===== config.mk =====
export PLATFORM = sky130hd
export DESIGN_NAME = spi_adc_responder
export DESIGN_NICKNAME = d
export VERILOG_FILES = /design/src/rtl/sim_pkg.sv /design/src/rtl/edge_sync.sv /design/src/rtl/spi_adc_responder.sv
export SDC_FILE = /design/constraint.sdc
export NUM_CORES = 1
export LEC_CHECK = 0
export BUFFER_PORTS_ARGS = -buffer_cell sky130_fd_sc_hd__buf_2
export CORE_AREA = 2 2 93 95
export CTS_CLUSTER_DIAMETER = 50
export DETAILED_ROUTE_END_ITERATION = 8
export DIE_AREA = 0 0 95 97
export SYNTH_ARGS = -nofsm -noshare
export SYNTH_HDL_FRONTEND = slang
export SYNTH_HIERARCHICAL = 1
export SYNTH_SLANG_ARGS = --single-unit
export TNS_END_PERCENT = 5

===== constraint.sdc =====
create_clock -name CLK -period 2.8 [get_ports CLK]
set_input_delay 0.7 -clock CLK [delete_from_list [all_inputs] [get_ports CLK]]
set_output_delay 0.7 -clock CLK [all_outputs]
set_load 0.01 [all_outputs]

===== src/rtl/sim_pkg.sv =====
// rtl/sim_pkg.sv - shared constants and FSM encoding for the SPI ADC responder
package sim_pkg;

   localparam int ADC_BITS = 12;
   localparam int CMD_BITS = 3;

   localparam logic [2:0] ST_IDLE  = 3'd0;
   localparam logic [2:0] ST_START = 3'd1;
   localparam logic [2:0] ST_CMD   = 3'd2;
   localparam logic [2:0] ST_NULLB = 3'd3;
   localparam logic [2:0] ST_DATA  = 3'd4;
   localparam logic [2:0] ST_TAIL  = 3'd5;

endpackage


===== src/rtl/edge_sync.sv =====
// rtl/edge_sync.sv - multi-flop synchroniser with rise/fall pulse detection
module edge_sync #(
   parameter int STAGES = 2
) (
   input  logic CLK,
   input  logic global_safe_rst,
   input  logic din,
   output logic rise,
   output logic fall
);

   logic [STAGES-1:0] sync_r;
   logic              prev_r;
   logic              sync_q;

   // Chain resets low so a chip select already held low never reads as a fresh falling edge.
   always_ff @(posedge CLK or posedge global_safe_rst) begin
      if (global_safe_rst) begin
         sync_r <= '0;
         prev_r <= 1'b0;
      end else begin
         sync_r <= {sync_r[STAGES-2:0], din};
         prev_r <= sync_r[STAGES-1];
      end
   end

   assign sync_q = sync_r[STAGES-1];
   assign rise   = sync_q & ~prev_r;
   assign fall   = ~sync_q & prev_r;

endmodule


===== src/rtl/spi_adc_responder.sv =====
// rtl/spi_adc_responder.sv - oversampled SPI responder emulating a 2-channel 12-bit serial ADC
module spi_adc_responder
   import sim_pkg::*;
#(
   parameter int SYNC_STAGES = 2
) (
   input  logic                CLK,
   input  logic                global_safe_rst,
   input  logic                spi_sck,
   input  logic                spi_cs_n,
   input  logic                spi_mosi,
   output logic                spi_miso,
   input  logic [ADC_BITS-1:0] ch0_value,
   input  logic [ADC_BITS-1:0] ch1_value,
   output logic                conv_done,
   output logic                last_ch,
   output logic                frame_err
);

   localparam logic [3:0] CNT_CMD  = 4'(CMD_BITS);
   localparam logic [3:0] CNT_DATA = 4'(ADC_BITS);
   localparam logic [3:0] CNT_TAIL = 4'(ADC_BITS - 1);

   logic                sck_rise;
   logic                sck_fall;
   logic                cs_rise;
   logic                cs_fall;
   logic [SYNC_STAGES-1:0] mosi_sync;
   logic                mosi_s;

   logic [2:0]          state;
   logic [3:0]          bit_cnt;
   logic [ADC_BITS-1:0] shreg;
   logic                sgl_r;
   logic                msbf_r;
   logic                b0_seen;

   logic [ADC_BITS:0]   diff01;
   logic [ADC_BITS:0]   diff10;
   logic [ADC_BITS-1:0] snap_val;

   edge_sync #(.STAGES(SYNC_STAGES)) u_sck_sync (
      .CLK             (CLK),
      .global_safe_rst (global_safe_rst),
      .din             (spi_sck),
      .rise            (sck_rise),
      .fall            (sck_fall)
   );

   // CS is active low: the pin falling edge is the frame start.
   edge_sync #(.STAGES(SYNC_STAGES)) u_cs_sync (
      .CLK             (CLK),
      .global_safe_rst (global_safe_rst),
      .din             (spi_cs_n),
      .rise            (cs_rise),
      .fall            (cs_fall)
   );

   // MOSI needs the same delay as SCK so the sampled bit lines up with the rise pulse.
   always_ff @(posedge CLK or posedge global_safe_rst) begin
      if (global_safe_rst) begin
         mosi_sync <= '0;
      end else begin
         mosi_sync <= {mosi_sync[SYNC_STAGES-2:0], spi_mosi};
      end
   end

   assign mosi_s = mosi_sync[SYNC_STAGES-1];

   assign diff01 = {1'b0, ch0_value} - {1'b0, ch1_value};
   assign diff10 = {1'b0, ch1_value} - {1'b0, ch0_value};

   // Value to capture on the ODD rising edge; the live MOSI bit is the ODD bit itself.
   always_comb begin
      snap_val = '0;
      if (sgl_r) begin
         snap_val = mosi_s ? ch1_value : ch0_value;
      end else if (!mosi_s) begin
         snap_val = diff01[ADC_BITS] ? '0 : diff01[ADC_BITS-1:0];
      end else begin
         snap_val = diff10[ADC_BITS] ? '0 : diff10[ADC_BITS-1:0];
      end
   end

   // Frame FSM: CS rise has priority over any SCK edge seen in the same cycle.
   always_ff @(posedge CLK or posedge global_safe_rst) begin
      if (global_safe_rst) begin
         state     <= ST_IDLE;
         bit_cnt   <= '0;
         shreg     <= '0;
         sgl_r     <= 1'b0;
         msbf_r    <= 1'b0;
         b0_seen   <= 1'b0;
         spi_miso  <= 1'b0;
         conv_done <= 1'b0;
         frame_err <= 1'b0;
         last_ch   <= 1'b0;
      end else begin
         conv_done <= 1'b0;
         frame_err <= 1'b0;
         if (cs_rise) begin
            state     <= ST_IDLE;
            spi_miso  <= 1'b0;
            frame_err <= (state == ST_CMD) || (state == ST_NULLB) ||
                         ((state == ST_DATA) && !b0_seen);
         end else begin
            case (state)
               ST_IDLE: begin
                  spi_miso <= 1'b0;
                  if (cs_fall) begin
                     state   <= ST_START;
                     bit_cnt <= '0;
                     b0_seen <= 1'b0;
                  end
               end
               ST_START: begin
                  if (sck_rise && mosi_s) begin
                     state   <= ST_CMD;
                     bit_cnt <= '0;
                  end
               end
               ST_CMD: begin
                  if (sck_rise && (bit_cnt < CNT_CMD)) begin
                     case (bit_cnt)
                        4'd0: sgl_r <= mosi_s;
                        4'd1: begin
                           shreg   <= snap_val;
                           last_ch <= mosi_s;
                        end
                        default: msbf_r <= mosi_s;
                     endcase
                     bit_cnt <= bit_cnt + 4'd1;
                  end else if (sck_fall && (bit_cnt == CNT_CMD)) begin
                     spi_miso <= 1'b0;
                     state    <= ST_NULLB;
                  end
               end
               ST_NULLB: begin
                  if (sck_fall) begin
                     spi_miso <= shreg[ADC_BITS-1];
                     shreg    <= {shreg[ADC_BITS-2:0], shreg[ADC_BITS-1]};
                     bit_cnt  <= 4'd1;
                     state    <= ST_DATA;
                  end
               end
               ST_DATA: begin
                  if (sck_rise && (bit_cnt == CNT_DATA) && !b0_seen) begin
                     conv_done <= 1'b1;
                     b0_seen   <= 1'b1;
                  end else if (sck_fall) begin
                     if (bit_cnt == CNT_DATA) begin
                        // Twelve left rotations restored the word, so B1 sits at bit 1.
                        spi_miso <= msbf_r ? 1'b0 : shreg[1];
                        shreg    <= {shreg[0], shreg[ADC_BITS-1:1]};
                        bit_cnt  <= 4'd1;
                        state    <= ST_TAIL;
                     end else begin
                        spi_miso <= shreg[ADC_BITS-1];
                        shreg    <= {shreg[ADC_BITS-2:0], shreg[ADC_BITS-1]};
                        bit_cnt  <= bit_cnt + 4'd1;
                     end
                  end
               end
               ST_TAIL: begin
                  if (sck_fall) begin
                     if (!msbf_r && (bit_cnt < CNT_TAIL)) begin
                        spi_miso <= shreg[1];
                        shreg    <= {shreg[0], shreg[ADC_BITS-1:1]};
                        bit_cnt  <= bit_cnt + 4'd1;
                     end else begin
                        spi_miso <= 1'b0;
                     end
                  end
               end
               default: begin
                  state    <= ST_IDLE;
                  spi_miso <= 1'b0;
               end
            endcase
         end
      end
   end

endmodule


Word level (Yosys, flattened, before mapping)
Index checks and enable logic that the tools add are counted.

operators by class
  bitwise gates (word level) = 10
  equality and inequality tests = 29
  muxes and demuxes = 52
  add/subtract/negate cells = 3
  order comparisons = 2
  reductions and logical operators = 25

operators by type and width
  kind                                                                     count
  12-bit 2-to-1 mux                                                        13
  12-bit case mux with 4 select lines                                      1
  4-bit 2-to-1 mux                                                         9
  3-bit 2-to-1 mux                                                         9
  12-bit by 12-bit subtractor with 13-bit output                           2
  4-bit case mux with 6 select lines                                       1
  3-bit inequality test, second input constant                             7
  2-bit inequality test, second input constant                             9
  3-bit case mux with 6 select lines                                       1
  9-bit AND reduction                                                      2
  1-bit 2-to-1 mux                                                         16
  4-bit AND reduction                                                      4
  10-bit AND reduction                                                     1
  1-bit logical AND                                                        7
  7-bit AND reduction                                                      1
  3-bit by 2-bit equality test with 1-bit output, second input constant    2
  3-bit equality test, second input constant                               2
  2-bit by 1-bit inequality test with 1-bit output, second input constant  3
  3-bit by 2-bit inequality test with 1-bit output, second input constant  2
  1-bit inverter                                                           6
  6-bit nonzero test                                                       1
  1-bit case mux with 5 select lines                                       1
  4-bit by 1-bit adder with 4-bit output, second input constant            1
  1-bit bitwise AND                                                        4
  14 further kinds                                                         16

word-level totals
  word-level logic and storage cells = 136
  input port bits = 29
  bits in registers = 34

Logic depth before layout (Yosys ltp)
Gate-level depths: netlist of the first run.

  depth after elaboration = 7
  mapped depth = 11
  depth with buffers taken out = 10

Modules after synthesis
Netlist of the first run, hierarchy kept.

modules (own cells, without submodules)
  module             seq. area each (µm²)  area an instance (µm²)  cells an instance  times used
  spi_adc_responder  700.7                 3380.7                  431                1
  edge_sync          75.1                  93.8                    6                  2

Worst setup path before layout of the first run
Ideal clock, no wire load.

  path kind = input to register
  start = input port ch0_value[4]
  end = register shreg[11]
  arrival = 2521 ps
  setup slack = 153 ps
  stages on the path = 9
  cells stage by stage = inv_1 -> ha_1 -> buf_6 -> a211oi_2 -> nor2_1 -> or3_4 -> o31a_1 -> a32o_1 -> a221o_1

between the ends
  cells in the longest elaborated chain, start to end = 7
  elaborated cells between the ends (all ways) = 9
  those cells by class = add/sub (2); mux (7)

RTL lines
  what                                                               RTL line                                          text
  start, declared                                                    spi_adc_responder.sv:13                           input logic [ADC_BITS-1:0] ch0_value,
  12-bit by 12-bit subtractor with 13-bit output (on tied branches)  spi_adc_responder.sv:70, spi_adc_responder.sv:71
  12-bit 2-to-1 mux (on tied branches)                               spi_adc_responder.sv:79, spi_adc_responder.sv:81
  12-bit 2-to-1 mux *                                                spi_adc_responder.sv:78                           end else if (!mosi_s) begin
  12-bit 2-to-1 mux *                                                spi_adc_responder.sv:76                           if (sgl_r) begin
  12-bit 2-to-1 mux *                                                spi_adc_responder.sv:124                          case (bit_cnt)
  12-bit 2-to-1 mux *                                                spi_adc_responder.sv:123                          if (sck_rise && (bit_cnt < CNT_CMD)) begin
  12-bit case mux with 4 select lines *                              spi_adc_responder.sv:107                          case (state)
  end signal, assigned                                               spi_adc_responder.sv:127                          shreg <= snap_val;
  end signal, assigned                                               spi_adc_responder.sv:141                          shreg <= {shreg[ADC_BITS-2:0], shreg[ADC_BITS-1]};
  end signal, assigned                                               spi_adc_responder.sv:154                          shreg <= {shreg[0], shreg[ADC_BITS-1:1]};
  end, declared                                                      spi_adc_responder.sv:33                           logic [ADC_BITS-1:0] shreg;

Every way passes the cells marked *; elsewhere a longest branch is shown, timed or not. The select of a mux whose other input is x is not followed.
A chain may end at the register's enable or synchronous reset.

Worst setup path after layout of the first run
  start = input port ch1_value[0]
  end = register shreg[2]

between the ends
  cells in the longest elaborated chain, start to end = 7
  elaborated cells between the ends (all ways) = 9
  those cells by class = add/sub (2); mux (7)

RTL lines
  what                                                               RTL line                                          text
  start, declared                                                    spi_adc_responder.sv:14                           input logic [ADC_BITS-1:0] ch1_value,
  12-bit by 12-bit subtractor with 13-bit output (on tied branches)  spi_adc_responder.sv:70, spi_adc_responder.sv:71
  12-bit 2-to-1 mux (on tied branches)                               spi_adc_responder.sv:79, spi_adc_responder.sv:81
  12-bit 2-to-1 mux *                                                spi_adc_responder.sv:78
  12-bit 2-to-1 mux *                                                spi_adc_responder.sv:76
  12-bit 2-to-1 mux *                                                spi_adc_responder.sv:124
  12-bit 2-to-1 mux *                                                spi_adc_responder.sv:123
  12-bit case mux with 4 select lines *                              spi_adc_responder.sv:107

Marks and branches as above.

==> results of run 1 <==
[report_power, final]
group,switching (mW),total (mW),internal (mW)
sequential,0.202,0.832,0.629
clock,0.170,0.359,0.190
combinational,0.790,1.44,0.653
[per-layer routing]
layer	wire length [um]	up-vias	part of all wire [%]
met3	276	16	3.0
li1	-	1708	-
met4	214	0	2.3
met2	4550	71	50
met1	4090	1604	45
met5	0	-	0
[cell type report]
cell class	count	area (um2)
repair buffers	65	420
multi-input cells	340	2410
clock buffers	6	82.6
fillers	824	4090
well taps	105	131
flip-flops and latches	34	851
inverters	39	146
[stage by stage]
| step | setup TNS, ns | utilization, % | hold WS (ns) | total power, mW |
|---|---|---|---|---|
| after floorplan | 0 | - | 0.331 | 1.90 |
| after global placement | -0.109 | 48.6 | 0.334 | 2.25 |
| after detailed placement | -0.303 | 48.6 | 0.336 | 2.26 |
| after CTS | 0 | 49.7 | 0.281 | 2.63 |
| after global routing | 0 | 49.7 | 0.296 | 2.87 |
| final | 0 | 49.7 | 0.287 | 2.63 |
[worst paths after layout]
path	from	to	slack [ns]	cells after the start
setup / recovery	ch1_value[0]	shreg[2]	0.18	11
hold / removal	global_safe_rst	u_cs_sync/sync_r[0]	0.29	2
setup reg to reg	bit_cnt[0]	shreg[8]	0.29	9
hold reg to reg	u_cs_sync/sync_r[0]	u_cs_sync/sync_r[1]	0.35	0
max in group asynchronous	global_safe_rst	shreg[8]	2.04	3
min in group CLK	u_cs_sync/sync_r[0]	u_cs_sync/sync_r[1]	0.35	0
[kinds of logic (layout without fill, tap and decap cells)]
kind of cell               count (synthesis)  in the layout  synth area share, %
AOI/OAI and AO/OA                        143            143                 26.8
and+or+nand+nor                          130            130                 19.3
buffers and inverters                     69            110                 8.70
DFF                                       34             34                 23.8
adders and majority gates                 32             32                 11.6
muxes                                     27             27                 7.78
xor gates and xnor gates                   8              8                 1.96
[state kept, by name, summed over array words and instances, names as in the netlist]
register,flops
msbf_r,1
shreg,12
u_sck_sync/prev_r,1
u_cs_sync/sync_r,2
mosi_sync,2
state,3
b0_seen,1
bit_cnt,4
sgl_r,1
u_sck_sync/sync_r,2
u_cs_sync/prev_r,1
last_ch,1
frame_err,1
spi_miso,1
conv_done,1
[synth_stat cells, drive strengths merged, types with 2 or more instances]
cell | number | area, um2
nand3 | 15 | 75.1
nor3 | 17 | 90.1
a21oi | 43 | 219
o21ai | 28 | 140
ha | 30 | 375
fa | 2 | 40.0
a221o | 5 | 50.1
inv | 39 | 146
a221oi | 13 | 114
mux2i | 21 | 210
buf | 24 | 141
nor2b | 7 | 43.8
or2 | 2 | 12.5
nand4b | 2 | 17.5
a31oi | 5 | 31.3
a32o | 3 | 30.0
a22oi | 5 | 37.5
and3 | 3 | 18.8
and2b | 2 | 17.5
o31ai | 2 | 15.0
or4 | 3 | 22.5
clkbuf | 6 | 22.5
nand3b | 3 | 22.5
a2111oi | 2 | 17.5
nor3b | 2 | 15.0
or3 | 6 | 42.5
a22o | 3 | 26.3
a21o | 3 | 22.5
nand4 | 5 | 31.3
nor2 | 27 | 101
a211oi | 9 | 72.6
o21a | 7 | 52.6
and2 | 3 | 18.8
xnor2 | 3 | 26.3
xor2 | 5 | 43.8
dfrtp | 34 | 851
nand2b | 9 | 56.3
mux2 | 6 | 67.6
a32oi | 2 | 17.5
nand2 | 21 | 78.8
a21boi | 3 | 22.5
==> qor.yml, run 1 <==
outcome:
  outcome: "completed"
sta:
  min_period_ns: 2.62
  setup_ws_ns: 0.177
  max_slew_margin_pct: 35.3
  fmax_mhz: 381
  worst-slew-pin-transition_ns: 0.971
  skew_ns: 0.00786
  setup_violations: 0
  hold_viol_final: 0
  rsz0062_at_grt: "no"
  period_share_pct: 93.7
  final_max_slew_viol_count: 0
grt:
  grt.busiest_layer: "met2"
  antenna_found_initial: 0
  grt-ovfl-total: 0
  grt_use_met1_pct: 26.1
  grt_usage_pct: 20.7
  grt_pass1_vias: 3325
  use_met2_pct: 35.6
  grt_start_max_net_pins: 29
  use_met3_pct: 2.80
  grt_pass1_wl_um: 15500
drt:
  routed_wirelength_um: 9130
  vias_per_cell: 5.77
  wl_per_cell_um: 15.5
  ant_nets: 0
  firstDrtPassIters: 5
  drc: 0
  vias: 3399
  drtIter0Drc: 227
power:
  ir_drop_v: 0.000183
  leakage_nw: 1.86
  power_density_nw_per_um2: 652
placed_design:
  port_buffers: 32
  dpl.hpwl_um: 7120
  placed_cells: 583
  gp_congestion: 0.910
  pre_cts_slack_ns: -0.126
  placed_cell_area_um2: 3960
floorplan:
  die_h_um: 97
  fp.coreArea_um2: 8130
  die_x_um: 95
  die-area_um2: 9220
  core.rowCount: 33
  start_util_pct: 43.9
  ios: 33
clock_network:
  cts_setup_buffers: 0
  cts_tree: "done"
  path_clk_slew_ns: 0.07
  cts_root_buf: "clkbuf_8"
  hold_buffers: 0
  insertion_delay_ns: 0.29
  ctsResizeCount: 0
  clock_sinks: 34
  cts_made_buffers: 5
  clockBufferDepth: 2
  htreeDepth: 2
worst_setup_path:
  start_kind: "primary input"
  crit_fanout: 6
  crit_slowest_cell: "fa_1"
  arrival_ns: 2.80
  cp.required_ns: 2.97
  path_buf_inv: 3
  crit_chain: "buf_2 > inv_1 > ha_1 > inv_1 > fa_1 > nand3_1 > a21oi_2 > o21a_1 > o21a_1 > a221o_1 > a221o_1"
  path_class: "in2reg"
  cp_top_family: "compound AO/OA/AOI/OAI gates"
  critical_path.max_stage_delay_ns: 0.41
  critPathCaptureType: "flop"
cells_and_area:
  n_antenna_cell: 0
  synthToLayoutAreaGrowth_pct: 13.3
  final_cells: 589
  layout_common_cells: "a21oi_1, inv_1, dfrtp_1, buf_2, buf_4"
  nets: 546
  final_area_um2: 4040
  drive_gt1_share_pct: 17.8
  final_common_cell: "a21oi_1"
synth:
  synthFlopType: "dfrtp_1"
  syn_area_um2: 3570
  synth_cells: 443
  ys_types: 62
  synth_edf_count: 0
  syn-num-nets: 504
  avgSynthCellArea_um2: 8.06
  synth.ff_latch_count: 34
  yosys_warnings: 6
  postSynth.asyncResetShare_pct: 100
  synth-seq-area-share_pct: 23.8
flow_run:
  maxCapViolations: 0
worst_hold_path:
  hold_path.class: "in2async"
No activity file was read; power rests on OpenSTA's default activity.
==> inputs of run 2 (changes only) <==
--- a/config.mk
+++ b/config.mk
@@ -6,12 +6,11 @@
 export NUM_CORES = 1
 export LEC_CHECK = 0
 export BUFFER_PORTS_ARGS = -buffer_cell sky130_fd_sc_hd__buf_2
-export CORE_AREA = 2 2 93 95
+export CORE_AREA = 2 2 90 92
 export CTS_CLUSTER_DIAMETER = 50
 export DETAILED_ROUTE_END_ITERATION = 8
-export DIE_AREA = 0 0 95 97
+export DIE_AREA = 0 0 92 94
 export SYNTH_ARGS = -nofsm -noshare
 export SYNTH_HDL_FRONTEND = slang
-export SYNTH_HIERARCHICAL = 1
 export SYNTH_SLANG_ARGS = --single-unit
 export TNS_END_PERCENT = 5
==> qor.yml, run 2 <==
cells_and_area:
  regMostFlops: "shreg"
  drive_gt1_share_pct: 20.4
  largest_reg_flops: 12
  n_antenna_cell: 0
  final_common_cell: "nand2_1"
  final_cells: 602
  final_area_um2: 4030
  reg_top3: "shreg: 12 flops, bit_cnt: 4 flops, state: 3 flops"
  layout_common_cells: "nand2_1, buf_4, a21oi_1, o21ai_0, inv_1"
  nets: 562
  post-route-util_pct: 53.0
  synthToLayoutAreaGrowth_pct: 19.4
worst_setup_path:
  start_kind: "primary input"
  cp_top_family: "compound AO/OA/AOI/OAI gates"
  cp.required_ns: 2.96
  arrival_ns: 2.79
  path_buf_inv: 3
  path_class: "in2reg"
  crit_fanout: 4
  crit_slowest_cell: "fa_1"
  critPathCaptureType: "flop"
  critical_path.max_stage_delay_ns: 0.40
  crit_chain: "buf_2 > inv_1 > ha_1 > inv_1 > fa_1 > a31o_2 > a221oi_1 > a21boi_1 > nor2b_1 > a221oi_1 > a21oi_1"
  ff2ff_setup_slack_ns: 0.31
sta:
  final_max_slew_viol_count: 0
  worst-slew-pin-transition_ns: 0.852
  setup_violations: 0
  setup-tns-final_ns: 0
  period_share_pct: 93.8
  setup_ws_ns: 0.173
  skew_ns: 0.00586
  min_period_ns: 2.63
  rsz0062_at_grt: "no"
  hold_viol_final: 0
  holdWs_ns: 0.345
  fmax_mhz: 381
  max_slew_margin_pct: 43.2
placed_design:
  dpl.hpwl_um: 6980
  placed_cell_area_um2: 3930
  port_buffers: 32
  gp_congestion: 0.943
  pre_cts_slack_ns: -0.0881
  placed_cells: 594
synth:
  yosysTopAreaCell: "dfrtp_1"
  yosys_warnings: 0
  postSynth.asyncResetShare_pct: 100
  synth-seq-area-share_pct: 25.2
  ys_types: 55
  synthFlopType: "dfrtp_1"
  syn-num-nets: 499
  avgSynthCellArea_um2: 7.75
  synth_cells: 436
  syn_area_um2: 3380
  synth.ff_latch_count: 34
  synth_edf_count: 0
  yosysMostFrequentCell: "nand2_1"
  synth_area_leaders: "dfrtp_1, ha_1, a21oi_1"
  yosys-top-cells-count: "nand2_1, a21oi_1, o21ai_0, inv_1, dfrtp_1"
  synth_top_area_share_pct: 25.2
floorplan:
  die-area_um2: 8650
  ios: 33
  core.rowCount: 32
  die_x_um: 92
  die_h_um: 94
  fp.coreArea_um2: 7610
  start_util_pct: 44.4
clock_network:
  cts_setup_buffers: 0
  cts_made_buffers: 5
  clock_sinks: 34
  cts_root_buf: "clkbuf_8"
  insertion_delay_ns: 0.28
  cts_tree: "done"
  clockBufferDepth: 2
  htreeDepth: 2
  path_clk_slew_ns: 0.07
grt:
  grt_start_max_net_pins: 35
  grt_usage_pct: 21.3
  grt_pass1_vias: 3188
  antenna_found_initial: 0
  grt_pass1_wl_um: 15000
  grt-ovfl-total: 0
outcome:
  outcome: "completed"
power:
  power_density_nw_per_um2: 724
  leakage_nw: 1.90
  p_total_mw: 2.92
  ir_drop_v: 0.000276
drt:
  vias: 3380
  ant_nets: 0
  firstDrtPassIters: 6
  drtIter0Drc: 214
  drc: 0
  vias_per_cell: 5.61
  wl_per_cell_um: 14.8
  routed_wirelength_um: 8910
worst_hold_path:
  hold_path.class: "reg2reg"
flow_run:
  maxCapViolations: 0
[run 2: cell types whose count changed in the layout (fill, tap and decap cells not counted), moves of 6 or more]
cell      previous run  this run
buf_4               32        49
mux2i_1             21         2
o21ai_0             27        44
a21oi_1             41        48
xnor2_1              3        13
nor2_1              27        21
nor3_1              16         4
nand3_1             15         7
nand2_1             21        50
a211oi_1             8         2
[run 2: final timing paths]
path / from / endpoint / cells past startpoint
hold reg to reg: u_cs_sync.sync_r[0] / u_cs_sync.sync_r[1] / 0
hold / removal: u_cs_sync.sync_r[0] / u_cs_sync.sync_r[1] / 0
setup reg to reg: bit_cnt[0] / shreg[10] / 9
min in group asynchronous: global_safe_rst / u_cs_sync.sync_r[1] / 3
max in group asynchronous: global_safe_rst / shreg[1] / 3
setup / recovery: ch1_value[0] / shreg[3] / 11
[run 2: repair_timing]
item	in CTS	in global routing
gates resized for setup	0	1
endpoints found under the setup margin	0	1
hold buffers	0	0
[run 2: logic make-up after synthesis]
group                      after synthesis  synth area share [%]
xor gates and xnor gates                18                  4.67
and+or+nand+nor                        118                  17.4
muxes                                    6                  1.93
buffers and inverters                   62                  7.04
AOI/OAI and AO/OA                      164                  30.7
DFF                                     34                  25.2
adders and majority gates               34                  13.0
[run 2: layout make-up]
type	count	area (um2)
clock buffers	7	86.3
clock inverters	1	5.00
fillers	763	3570
inverters	37	139
multi-input cells	340	2300
flip-flops and latches	34	851
well taps	102	128
repair buffers	81	528
[run 2: where the power goes]
group	leakage (nW)	internal (mW)	switching, mW
combinational	1.44	0.731	0.976
clock	0.0482	0.199	0.181
sequential	0.421	0.651	0.182
[run 2: layer usage]
layer | GRT usage [%] | share of wire (%) | vias up
li1 | - | - | 1693
met1 | 26.4 | 44 | 1585
met2 | 39.0 | 50 | 87
met3 | 2.17 | 3.9 | 15
met4 | 6.22 | 1.9 | 0
met5 | 0 | 0 | -
